`src/rtl/prc_timing_ctrl.sv`:
```
// PRC timing controller: CPU register window, frame-rate divider and render handshake FSM.
// Optional build macro PRC_OVERRUN_STATUS_EN enables the sticky overrun bit at offset 0xB.
module prc_timing_ctrl #(
  parameter logic [23:0] ADDR_BASE   = 24'h2080,
  parameter int          COUNTER_W   = 7,
  parameter int          COUNTER_MAX = 65,
  parameter int          PRESCALE_W  = 4
) (
  input  logic        clk,
  input  logic        reset_n,
  input  logic        frame_tick,
  input  logic        cnt_tick,
  input  logic        cpu_write,
  input  logic [23:0] address_in,
  input  logic [7:0]  data_in,
  output logic [7:0]  data_out,
  output logic        render_req,
  input  logic        render_ack,
  input  logic        render_done,
  output logic        irq_frame,
  output logic        irq_copy,
  output logic [1:0]  dbg_state
);

  typedef enum logic [1:0] {
    S_IDLE = 2'd0,
    S_REQ  = 2'd1,
    S_BUSY = 2'd2
  } state_t;

  state_t                state_q;
  logic [5:0]            mode_q;
  logic [3:0]            rate_q;
  logic [4:0]            map_lo_q;
  logic [7:0]            map_mid_q;
  logic [4:0]            map_hi_q;
  logic [6:0]            scroll_y_q;
  logic [6:0]            scroll_x_q;
  logic [4:0]            spr_lo_q;
  logic [7:0]            spr_mid_q;
  logic [4:0]            spr_hi_q;
  logic [PRESCALE_W-1:0] prescaler_q;
  logic [COUNTER_W-1:0]  counter_q;
  logic                  status_bit;

  logic [23:0] offset_full;
  logic        in_window;
  logic [3:0]  off;
  logic        wr;
  logic        rate_wr;
  logic [3:0]  match_val;
  logic        frame_event;

  assign offset_full = address_in - ADDR_BASE;
  assign in_window   = offset_full < 24'd12;
  assign off         = offset_full[3:0];
  assign wr          = cpu_write && in_window;
  assign rate_wr     = wr && (off == 4'h1);
  assign dbg_state   = state_q;

  always_comb begin
    match_val = 4'd2;
    case (rate_q[3:1])
      3'd0: match_val = 4'd2;
      3'd1: match_val = 4'd5;
      3'd2: match_val = 4'd8;
      3'd3: match_val = 4'd11;
      3'd4: match_val = 4'd1;
      3'd5: match_val = 4'd3;
      3'd6: match_val = 4'd5;
      3'd7: match_val = 4'd7;
      default: match_val = 4'd2;
    endcase
  end

  // A rate write in the same cycle as frame_tick suppresses the tick.
  assign frame_event = rate_q[0] && frame_tick && !rate_wr &&
                       (prescaler_q == PRESCALE_W'(match_val));

  always_ff @(posedge clk or negedge reset_n) begin
    if (!reset_n) begin
      mode_q      <= '0;
      rate_q      <= '0;
      map_lo_q    <= '0;
      map_mid_q   <= '0;
      map_hi_q    <= '0;
      scroll_y_q  <= '0;
      scroll_x_q  <= '0;
      spr_lo_q    <= '0;
      spr_mid_q   <= '0;
      spr_hi_q    <= '0;
      prescaler_q <= '0;
    end else begin
      if (wr) begin
        case (off)
          4'h0: mode_q     <= data_in[5:0];
          4'h1: rate_q     <= data_in[3:0];
          4'h2: map_lo_q   <= data_in[7:3];
          4'h3: map_mid_q  <= data_in;
          4'h4: map_hi_q   <= data_in[4:0];
          4'h5: scroll_y_q <= data_in[6:0];
          4'h6: scroll_x_q <= data_in[6:0];
          4'h7: spr_lo_q   <= data_in[7:3];
          4'h8: spr_mid_q  <= data_in;
          4'h9: spr_hi_q   <= data_in[4:0];
          default: ;
        endcase
      end
      if (rate_wr) begin
        if (data_in[3:1] != rate_q[3:1]) prescaler_q <= '0;
      end else if (rate_q[0] && frame_tick) begin
        prescaler_q <= frame_event ? '0 : prescaler_q + 1'b1;
      end
    end
  end

`ifdef PRC_OVERRUN_STATUS_EN
  logic frame_drop;
  assign frame_drop = frame_event && (state_q != S_IDLE);

  always_ff @(posedge clk or negedge reset_n) begin
    if (!reset_n) begin
      status_bit <= 1'b0;
    end else if (frame_drop) begin
      status_bit <= 1'b1;
    end else if (wr && (off == 4'hB) && data_in[0]) begin
      status_bit <= 1'b0;
    end
  end
`else
  assign status_bit = 1'b0;
`endif

  // Handshake: render_req is held high in REQ until render_ack is sampled high
  // on a rising edge; render_done is honoured only in BUSY, render_ack only in REQ.
  always_ff @(posedge clk or negedge reset_n) begin
    if (!reset_n) begin
      state_q    <= S_IDLE;
      render_req <= 1'b0;
      irq_frame  <= 1'b0;
      irq_copy   <= 1'b0;
      counter_q  <= '0;
    end else begin
      irq_frame <= frame_event;
      irq_copy  <= 1'b0;
      case (state_q)
        S_IDLE: begin
          if (frame_event && (mode_q[3:1] != 3'd0)) begin
            state_q    <= S_REQ;
            render_req <= 1'b1;
            counter_q  <= '0;
          end
        end
        S_REQ: begin
          if (render_ack) begin
            state_q    <= S_BUSY;
            render_req <= 1'b0;
          end
        end
        S_BUSY: begin
          if (cnt_tick && (counter_q != COUNTER_W'(COUNTER_MAX)))
            counter_q <= counter_q + 1'b1;
          if (render_done) begin
            state_q  <= S_IDLE;
            irq_copy <= mode_q[3];
          end
        end
        default: begin
          state_q    <= S_IDLE;
          render_req <= 1'b0;
        end
      endcase
    end
  end

  always_comb begin
    data_out = 8'h00;
    if (in_window) begin
      case (off)
        4'h0: data_out = {2'b00, mode_q};
        4'h1: data_out = {prescaler_q[3:0], rate_q};
        4'h2: data_out = {map_lo_q, 3'b000};
        4'h3: data_out = map_mid_q;
        4'h4: data_out = {3'b000, map_hi_q};
        4'h5: data_out = {1'b0, scroll_y_q};
        4'h6: data_out = {1'b0, scroll_x_q};
        4'h7: data_out = {spr_lo_q, 3'b000};
        4'h8: data_out = spr_mid_q;
        4'h9: data_out = {3'b000, spr_hi_q};
        4'hA: data_out = 8'(counter_q);
        4'hB: data_out = {7'b0000000, status_bit};
        default: data_out = 8'h00;
      endcase
    end
  end

endmodule
```
`config.mk`:
```
export PLATFORM = sky130hd
export DESIGN_NAME = prc_timing_ctrl
export DESIGN_NICKNAME = d
export VERILOG_FILES = /design/src/rtl/prc_timing_ctrl.sv
export SDC_FILE = /design/constraint.sdc
export NUM_CORES = 1
export LEC_CHECK = 0
export ABC_AREA = 1
export BUFFER_PORTS_ARGS = -buffer_cell sky130_fd_sc_hd__buf_2
export CORE_MARGIN = 2
export CORE_UTILIZATION = 35
export CTS_BUF_LIST = sky130_fd_sc_hd__clkbuf_4
export DETAILED_ROUTE_END_ITERATION = 10
export GPL_TIMING_DRIVEN = 0
export SYNTH_ARGS = -nofsm -noshare
export SYNTH_HDL_FRONTEND = slang
export SYNTH_SLANG_ARGS = --single-unit
```
`constraint.sdc`:
```
create_clock -name clk -period 2.3 [get_ports clk]
set_input_delay 0.23 -clock clk [delete_from_list [all_inputs] [get_ports clk]]
set_output_delay 0.23 -clock clk [all_outputs]
set_load 0.02 [all_outputs]
```
Word-level counts from Yosys, hierarchy flattened
Memory sizes are Yosys's and may differ from the RTL's.
Index checks and enable logic that the tools add are counted.
{"block": "totals", "ff_bits": 76, "romBits": 32, "in_bits": 39, "output_inout_bits": 13, "word_cells": 87, "mem_count": 1}
{"memory": "(name not given)", "depth": 8, "width": 4, "read_ports": 1, "rd_clocked_by_memory_dff": 0, "write_ports": 0, "line_no": "63", "source": "case (rate_q[3:1])"}
{"block": "classes", "add_sub_neg": 3, "n_lt_le_gt_ge": 1, "n_eq_ne": 20, "mux": 18, "bitwise_logic": 1, "reduce_logical": 27}
{"operator": "8-bit one-hot mux with 11 select lines", "n": 1}
{"operator": "24-bit by 4-bit less-than comparator with 1-bit output (second input constant)", "n": 1}
{"operator": "24-bit by 14-bit subtractor with 24-bit output (second input constant)", "n": 1}
{"operator": "2-bit AND reduction", "n": 11}
{"operator": "4-bit by 3-bit equality test with 1-bit output (second input constant)", "n": 4}
{"operator": "4-bit two-way mux", "n": 4}
{"operator": "7-bit two-way mux", "n": 2}
{"operator": "7-bit one-hot mux with 2 select lines", "n": 1}
{"operator": "4-bit equality test (second input constant)", "n": 3}
{"operator": "3-bit AND reduction", "n": 3}
{"operator": "4-bit by 2-bit equality test with 1-bit output (second input constant)", "n": 2}
{"operator": "8-bit two-way mux", "n": 1}
{"operator": "2-bit != test (second input constant)", "n": 4}
{"operator": "7-bit by 1-bit adder with 7-bit output (second input constant)", "n": 1}
{"operator": "1-bit logical AND", "n": 7}
{"operator": "7-bit != test (second input constant)", "n": 1}
{"operator": "2-bit two-way mux", "n": 3}
{"operator": "2-bit one-hot mux with 3 select lines", "n": 1}
{"operator": "4-bit by 1-bit adder with 4-bit output (second input constant)", "n": 1}
{"operator": "4-bit by 1-bit equality test with 1-bit output (second input constant)", "n": 1}
{"operator": "4-bit equality test", "n": 1}
{"operator": "4-bit logical NOT", "n": 1}
{"operator": "1-bit two-way mux", "n": 4}
{"operator": "2-bit nonzero test", "n": 2}
{"operator": "9 further kinds", "n": 9}

Logic depth before layout (Yosys ltp)
Gate-level depths: netlist (run 1).
{"block": "depth", "ltp_word": 10, "depth_mapped": 18, "mapped_depth_nobuf": 18}

Worst setup path after synthesis (run 1)
OpenSTA, ideal clock, no wires.
{"block": "synth_path", "path_type": "input to output", "start": "in address_in[7]", "end": "out data_out[0]", "t_arrival_ps": 1688, "required_time_ps": 2070, "path_slack_ps": 382, "cell_stages": 11, "cell_sequence": "inv_1 > ha_1 > nand2_1 > nor2_1 > nand2_1 > nor2_1 > nand2_1 > nor2_2 > and2_4 > inv_1 > a41oi_1"}
{"block": "synth_via", "elab_chain_cells": 3}
{"element": "start: declaration", "line_no": "14", "source": "input logic [23:0] address_in,"}
{"element": "24-bit by 14-bit subtractor with 24-bit output", "line_no": "54", "source": "assign offset_full = address_in - ADDR_BASE;"}
{"element": "24-bit by 4-bit less-than comparator with 1-bit output", "line_no": "55", "source": "assign in_window = offset_full < 24'd12;"}
{"element": "8-bit two-way mux", "line_no": "178", "source": "if (in_window) begin"}
{"element": "end: declaration", "line_no": "16", "source": "output logic [7:0] data_out,"}
No other way between the ends.

Worst setup path after layout (run 1)
{"block": "layout_path", "start": "in address_in[7]", "end": "out data_out[6]"}
The elaborated chain is that of the path after synthesis.

==> metrics.md, run 1 <==
| Metric | Value |
|---|---|
| Crit Path Category | `in2out` |
| Met2 wire length | `5380 um` |
| Dpl hpwl | `8580 um` |
| Startpoint Class | `primary input` |
| Most frequent cells in the layout | `nand2_1 (139), dfrtp_1 (75), inv_1 (58)` |
| Critical Path AT | `1.94 ns` |
| Global-route wire length before repair | `19000 um` |
| CP Max Fanout | `5` |
| Post-synth ARST share | `100%` |
| Dpl cell area | `4850 um^2` |
| Tmin final | `2.17 ns` |
| Post-Place Setup Slack | `-0.127 ns` |
| Ratio of final minimum period to clock period | `94.4%` |
| Area of the core | `12100 um^2` |
| Largest net degree at the start of global routing | `49` |
| R2r setup slk | `0.20 ns` |
| Clock net sink count | `76` |
| Internal power | `1.84 mW` |
| M1 WL | `5430 um` |
| Comb pwr share | `9.3%` |
| Drt first pass iters | `6` |
| Non-filler cells, final | `789` |
| Final setup TNS | `0 ns` |
| Initial antenna violation count | `0` |
| Routed wire length per instance | `14.6 um` |
| Reg power frac | `54.5%` |
| Share of cells above drive strength 1 | `21.9%` |
| Worst setup EP type | `primary output` |
| Post-Synthesis Cells | `549` |
| Num ports | `52` |
| Most common cell after layout, fill and taps aside | `nand2_1` |
| Net Sw Frac | `25.4%` |
| DIE HEIGHT | `116 um` |
| Placed cells | `768` |
| R2r startpoint | `rate_q[2]` |
| Die width | `116 um` |
| Hold Crit Start | `render_ack` |
| Max_cap viols | `0` |
| Final setup margin | `0.130 ns` |
| FILL cells | `1249` |
| PortBufs | `50` |
| Hold Path Sink | `dbg_state[1]` |
| Post-Route WL | `11500 um` |
| TritonCTS clock tree | `done` |
| Vias in the first global route | `3812` |
| Gr ovfl total | `0` |
| Final Skew | `0.0113 ns` |
| Synth unique cells | `37` |
| Hold Violations, Final | `0` |
| RSZ-0062 raised after global routing | `false` |
| Final instance area | `5200 um^2` |
| Slew headroom | `48.6%` |
| Number of remaining DRC errors | `0` |
| Clock latency at the later pin of the worst-skew pair | `0.43 ns` |
| Via Count | `3878` |
| Routed Antenna Nets | `0` |
| Leakage power | `2.50 nW` |
| Worst path required time | `2.07 ns` |
| Fin. max-slew vios | `0` |
| Main synth FF type | `dfrtp_1` |
| YS warnings | `0` |
| Run status | `finished, final reports clean` |
| Via/cell ratio | `4.92` |
| Area occupied by multi-input gates | `2230 um^2` |
| Final hold slack | `0.0433 ns` |
| Clock Power Share | `36.2%` |
| Switching power | `626 uW` |
| Synth Cell Area | `4360 um^2` |
| Highest metal layer with signal wires | `met4` |
| Hold Crit Class | `in2reg` |
| H-tree levels | `3` |
| Clock root cell | `clkbuf_4` |
| Layout Nets | `661` |
| Post-synth EDFFs | `0` |
| Final setup fails | `0` |
| CTS Buf Count | `9` |
| Seq/Total Area, Yosys | `43.6%` |
| Max frequency | `461 MHz` |
| Peak VDD IR | `0.251 mV` |
| Worst reg-to-reg path cell count | `10` |
| Starting Density | `36.1%` |
| ANT cells | `0` |
| Rows | `40` |
| Clock-pin slew of the registers on the worst-case setup and hold paths | `0.13 ns` |
| GR Util All Layers | `18.3%` |
| Routability cong. | `0.882` |
| Layout area overhead | `19.3%` |
| Power Total | `2.46 mW` |
| Met3 routed wirelength | `441 um` |
| CTS Buffer Depth | `2` |
| Yosys reg bits | `76` |
| Iter 0 DRT Violations | `303` |
| Die area | `13400 um^2` |
| Reg-to-Reg End | `counter_q[2]` |
| Slew @ Worst Pin | `0.768 ns` |
| Util after Layout | `43.1%` |
| Post-Syn Nets | `593` |
| Hold path depth | `3` |
| P per Cell Area | `474 nW/um^2` |
| Storage element area | `1900 um^2` |
| Syn Area/Cell | `7.94 um^2` |
[repair_timing]
item,in CTS,in global routing
pin swaps,1,4
buffers inserted,3,1
endpoints found under the setup margin,7,12
gates resized for setup,10,26
hold buffers,2,0
hold endpoints to repair,29,0
[registers in the layout (all words and copies together), names as in the netlist]
signal,count
map_mid_q,8
spr_mid_q,8
scroll_y_q,7
map_hi_q,5
map_lo_q,5
scroll_x_q,7
spr_lo_q,5
render_req,1
spr_hi_q,5
rate_q,4
prescaler_q,4
mode_q,6
dbg_state,2
counter_q,7
irq_frame,1
irq_copy,1
[critical path: stages]
cell	delay, ns
buf_6	0.09
inv_4	0.04
ha_4	0.25
nand2_2	0.06
nor2_4	0.10
nand2_1	0.05
nor2_1	0.08
nand2_1	0.07
nor2_2	0.17
and2_4	0.19
clkinvlp_4	0.09
buf_8	0.15
a41oi_2	0.18
buf_4	0.17
[area by class of cell]
| type | instances | area share (%) |
|---|---|---|
| sequential | 76 | 36.6 |
| clock buffer | 9 | 1.30 |
| inverter | 68 | 5.17 |
| tap | 168 | 4.04 |
| timing repair buffer | 57 | 7.22 |
| buffer | 7 | 1.25 |
| clock inverter | 6 | 1.54 |
| multi-input combinational | 398 | 42.9 |
[metal layers]
metal / up-vias / GRT usage (%)
li1: 1952 / -
met1: 1831 / 24.8
met2: 79 / 29.1
met3: 16 / 2.98
met4: 0 / 7.55
met5: - / 0
[power by group through the flow]
stage | logic (mW) | registers [mW] | clock network, mW
after floorplan | 0.106 | 1.37 | 0
after global placement | 0.211 | 1.37 | 0
after detailed placement | 0.219 | 1.37 | 0
after CTS | 0.223 | 1.34 | 0.913
after global routing | 0.260 | 1.34 | 0.958
final | 0.229 | 1.34 | 0.892
[cell usage after synthesis (all sizes together) (2+ instances only)]
cell type  instances  area (um^2)
a21oi             13         68.8
a221oi            16          140
a22o               7         61.3
a31oi              4         25.0
a41oi              3         26.3
and3               2         12.5
buf                7         65.1
dfrtp             76         1900
ha                 5         62.6
inv               68          263
nand2            155          649
nand3             27          148
nand4              8         62.6
nor2              60          279
nor3               6         35.0
o21ai             73          388
xnor2              4         35.0
xor2              11         96.3
[cell families after synthesis]
kind of cell             Yosys count  share of synthesized area, %
multiplexers                       1                         0.344
XOR/XNOR                          15                          3.01
buffers and inverters             75                          7.52
AND/OR/NAND/NOR                  260                          27.6
flip-flops                        76                          43.6
adder cells (fa/ha/maj)            5                          1.44
AO/OA/AOI/OAI                    117                          16.5
[worst max path at each step]
stage	from	end	slack, ns	cells past startpoint
after floorplan	address_in[7]	data_out[0]	0.38	11
after global placement	address_in[7]	data_out[1]	-0.11	13
after detailed placement	address_in[7]	data_out[1]	-0.13	13
after CTS	address_in[7]	data_out[0]	0.02	14
after global routing	rate_q[2]	counter_q[1]	0.05	12
final	address_in[7]	data_out[6]	0.13	14
Power figures use the tool's default switching activity.
==> inputs of run 2 (changes only) <==
--- a/config.mk
+++ b/config.mk
@@ -8,10 +8,11 @@
 export ABC_AREA = 1
 export BUFFER_PORTS_ARGS = -buffer_cell sky130_fd_sc_hd__buf_2
 export CORE_MARGIN = 2
-export CORE_UTILIZATION = 35
+export CORE_UTILIZATION = 65
 export CTS_BUF_LIST = sky130_fd_sc_hd__clkbuf_4
 export DETAILED_ROUTE_END_ITERATION = 10
 export GPL_TIMING_DRIVEN = 0
+export PLACE_DENSITY = 0.88
 export SYNTH_ARGS = -nofsm -noshare
 export SYNTH_HDL_FRONTEND = slang
 export SYNTH_SLANG_ARGS = --single-unit
==> constraint.sdc (replaced) <==
create_clock -name clk -period 2.75 [get_ports clk]
set_input_delay 0.275 -clock clk [delete_from_list [all_inputs] [get_ports clk]]
set_output_delay 0.275 -clock clk [all_outputs]
set_load 0.02 [all_outputs]
==> run 2 against run 1 <==
Compared with the run above:
- the run now ends with design-rule violations left
- sequential share of layout area is 2.2 points higher
- register-to-register slack better by 0.35 ns
- global-route usage is 14 points higher
- sequential power is 16% lower
- sequential cell count stayed put
- first-iteration DRC count is 26% higher
- critical path depth is 1 lower
- non-clock buffer count is 5 lower
- final area is 5.7% lower
==> metrics.md, run 2 (synthesis gave the netlist of run 1 again) <==
| Metric | Value |
|---|---|
| Failing checks | `design-rule violations` |
| CP dominant cell by count | `nand2_1` |
| Num ports | `52` |
| Layout area overhead | `12.5%` |
| R2r startpoint | `rate_q[2]` |
| Reg-to-Reg End | `counter_q[0]` |
| ANT cells | `0` |
| Storage element area | `1900 um^2` |
| Fin. max-slew vios | `0` |
| Slew @ Worst Pin | `0.881 ns` |
| Routed wire length per instance | `16.1 um` |
| Layout Nets | `656` |
| Peak VDD IR | `0.372 mV` |
| Starting Density | `67.9%` |
| Rows | `29` |
| FILL cells | `492` |
| Startpoint Class | `primary input` |
| Drt first pass iters | `10` |
| Initial antenna violation count | `0` |
| Max_cap viols | `0` |
| Dpl hpwl | `8120 um` |
| Clock-pin slew of the registers on the worst-case setup and hold paths | `0.13 ns` |
| Final setup fails | `0` |
| Gr ovfl total | `0` |
| Max frequency | `412 MHz` |
| Hold Crit Class | `in2reg` |
| Largest regs | `map_mid_q (8), spr_mid_q (8)` |
| Post-Route WL | `11200 um` |
| Largest net degree at the start of global routing | `40` |
| DIE HEIGHT | `85.9 um` |
| Most common cell after layout, fill and taps aside | `nand2_1` |
| PortBufs | `50` |
| Hold Crit Start | `render_done` |
| Vias in the first global route | `3931` |
| Post-CTS setup repair buffer count | `0` |
| Final Skew | `0.0109 ns` |
| Worst setup EP type | `primary output` |
| Clock latency at the later pin of the worst-skew pair | `0.42 ns` |
| CP top delay family | `simple AND/OR/NAND/NOR gates` |
| Via/cell ratio | `5.91` |
| Iter 0 DRT Violations | `381` |
| CTS Buf Count | `9` |
| CP Depth | `13` |
| Clock net sink count | `76` |
| P per Cell Area | `427 nW/um^2` |
| Final hold slack | `0.0348 ns` |
| Leakage power | `2.48 nW` |
| Slowest stage cell, crit path | `a31oi_1` |
| Die area | `7380 um^2` |
| CTS resizes | `0` |
| Hold Violations, Final | `0` |
| Crit path cell chain | `buf_2 > inv_1 > ha_1 > nand2_1 > nor2_1 > nand2_1 > nor2_1 > nand2_1 > nor2_2 > and2_4 > inv_1 > a31oi_1 > buf_2` |
| Final setup TNS | `0 ns` |
| Crit Path Category | `in2out` |
| Number of remaining DRC errors | `7` |
| Slew headroom | `41.1%` |
| Area of the core | `6420 um^2` |
| Clock root cell | `clkbuf_4` |
| CP max stage delay | `0.30 ns` |
| RSZ-0062 raised after global routing | `false` |
| TritonCTS clock tree | `done` |
| Via Count | `4103` |
| Share of cells above drive strength 1 | `19.1%` |
| Worst path required time | `2.48 ns` |
| Global-route wire length before repair | `18500 um` |
| Area occupied by multi-input gates | `2130 um^2` |
| CP Max Fanout | `8` |
| H-tree levels | `3` |
| Hold Path Sink | `dbg_state[1]` |
| Routability cong. | `0.952` |
| Most frequent cells in the layout | `nand2_1 (140), dfrtp_1 (76), inv_1 (61)` |
| Tmin final | `2.42 ns` |
| Die width | `85.9 um` |
| Run status | `finished with violations` |
| Critical Path AT | `2.15 ns` |
| WP buf/inv | `4` |
| Hold Buf Count CTS | `1` |
| GR Util All Layers | `32.3%` |
| Hold path depth | `2` |
| R2r setup slk | `0.55 ns` |
| Ratio of final minimum period to clock period | `88.2%` |
| Worst reg-to-reg path cell count | `12` |
| Routed Antenna Nets | `0` |
| CTS Buffer Depth | `2` |
==> run 2: cell types whose count changed in the layout (fill, tap and decap cells not counted), sizes merged <==
cell,delta
dlygate4sd3,-1
inv,+3
clkinvlp,-1
buf,-4
clkinv,-1
==> run 2: worst max-delay path by stage <==
stage,start,endpoint
6_report,address_in[7],data_out[1]
5_1_grt,address_in[7],data_out[0]
4_1_cts,address_in[7],data_out[1]
3_5_place_dp,address_in[7],data_out[1]
3_3_place_gp,address_in[7],data_out[1]
2_1_floorplan,address_in[7],data_out[0]
==> run 2: metrics by stage <==
| stage | cells | instance area, um^2 | setup slack (ns) | power, mW | utilization, % |
|---|---|---|---|---|---|
| 5_1_grt | 694 | 4900 | 0.155 | 2.16 | 76.3 |
| 4_1_cts | 694 | 4900 | 0.363 | 2.09 | 76.3 |
| 3_3_place_gp | 676 | 4700 | 0.434 | 1.31 | 73.3 |
| 6_report | 694 | 4900 | 0.326 | 2.09 | 76.3 |
| 2_1_floorplan | 549 | 4360 | 0.742 | 1.23 | - |
| 3_5_place_dp | 677 | 4730 | 0.400 | 1.32 | 73.6 |
==> run 2: metal layers <==
metal	GRT usage, %	wire length, um	up-vias
met5	0	0	-
met4	12.3	302	0
met3	7.03	975	32
met2	52.8	5230	220
met1	42.4	4670	1907
li1	-	-	1944
==> run 2: layout make-up <==
cell class                 instances  share of cell area, %
clock inverter                     7                   1.99
tap                               77                   1.97
sequential                        76                   38.8
inverter                          68                   5.36
timing repair buffer              52                   5.77
buffer                             7                   1.33
clock buffer                       9                   1.38
multi-input combinational        398                   43.4
==> run 2: power by group <==
part / total, mW / leakage, nW / switching [mW] / internal (mW)
registers: 1.12 / 1.04 / 0.00360 / 1.12
clock network: 0.787 / 0.0846 / 0.414 / 0.373
logic: 0.182 / 1.36 / 0.128 / 0.0545
total: 2.09 / 2.48 / 0.546 / 1.55
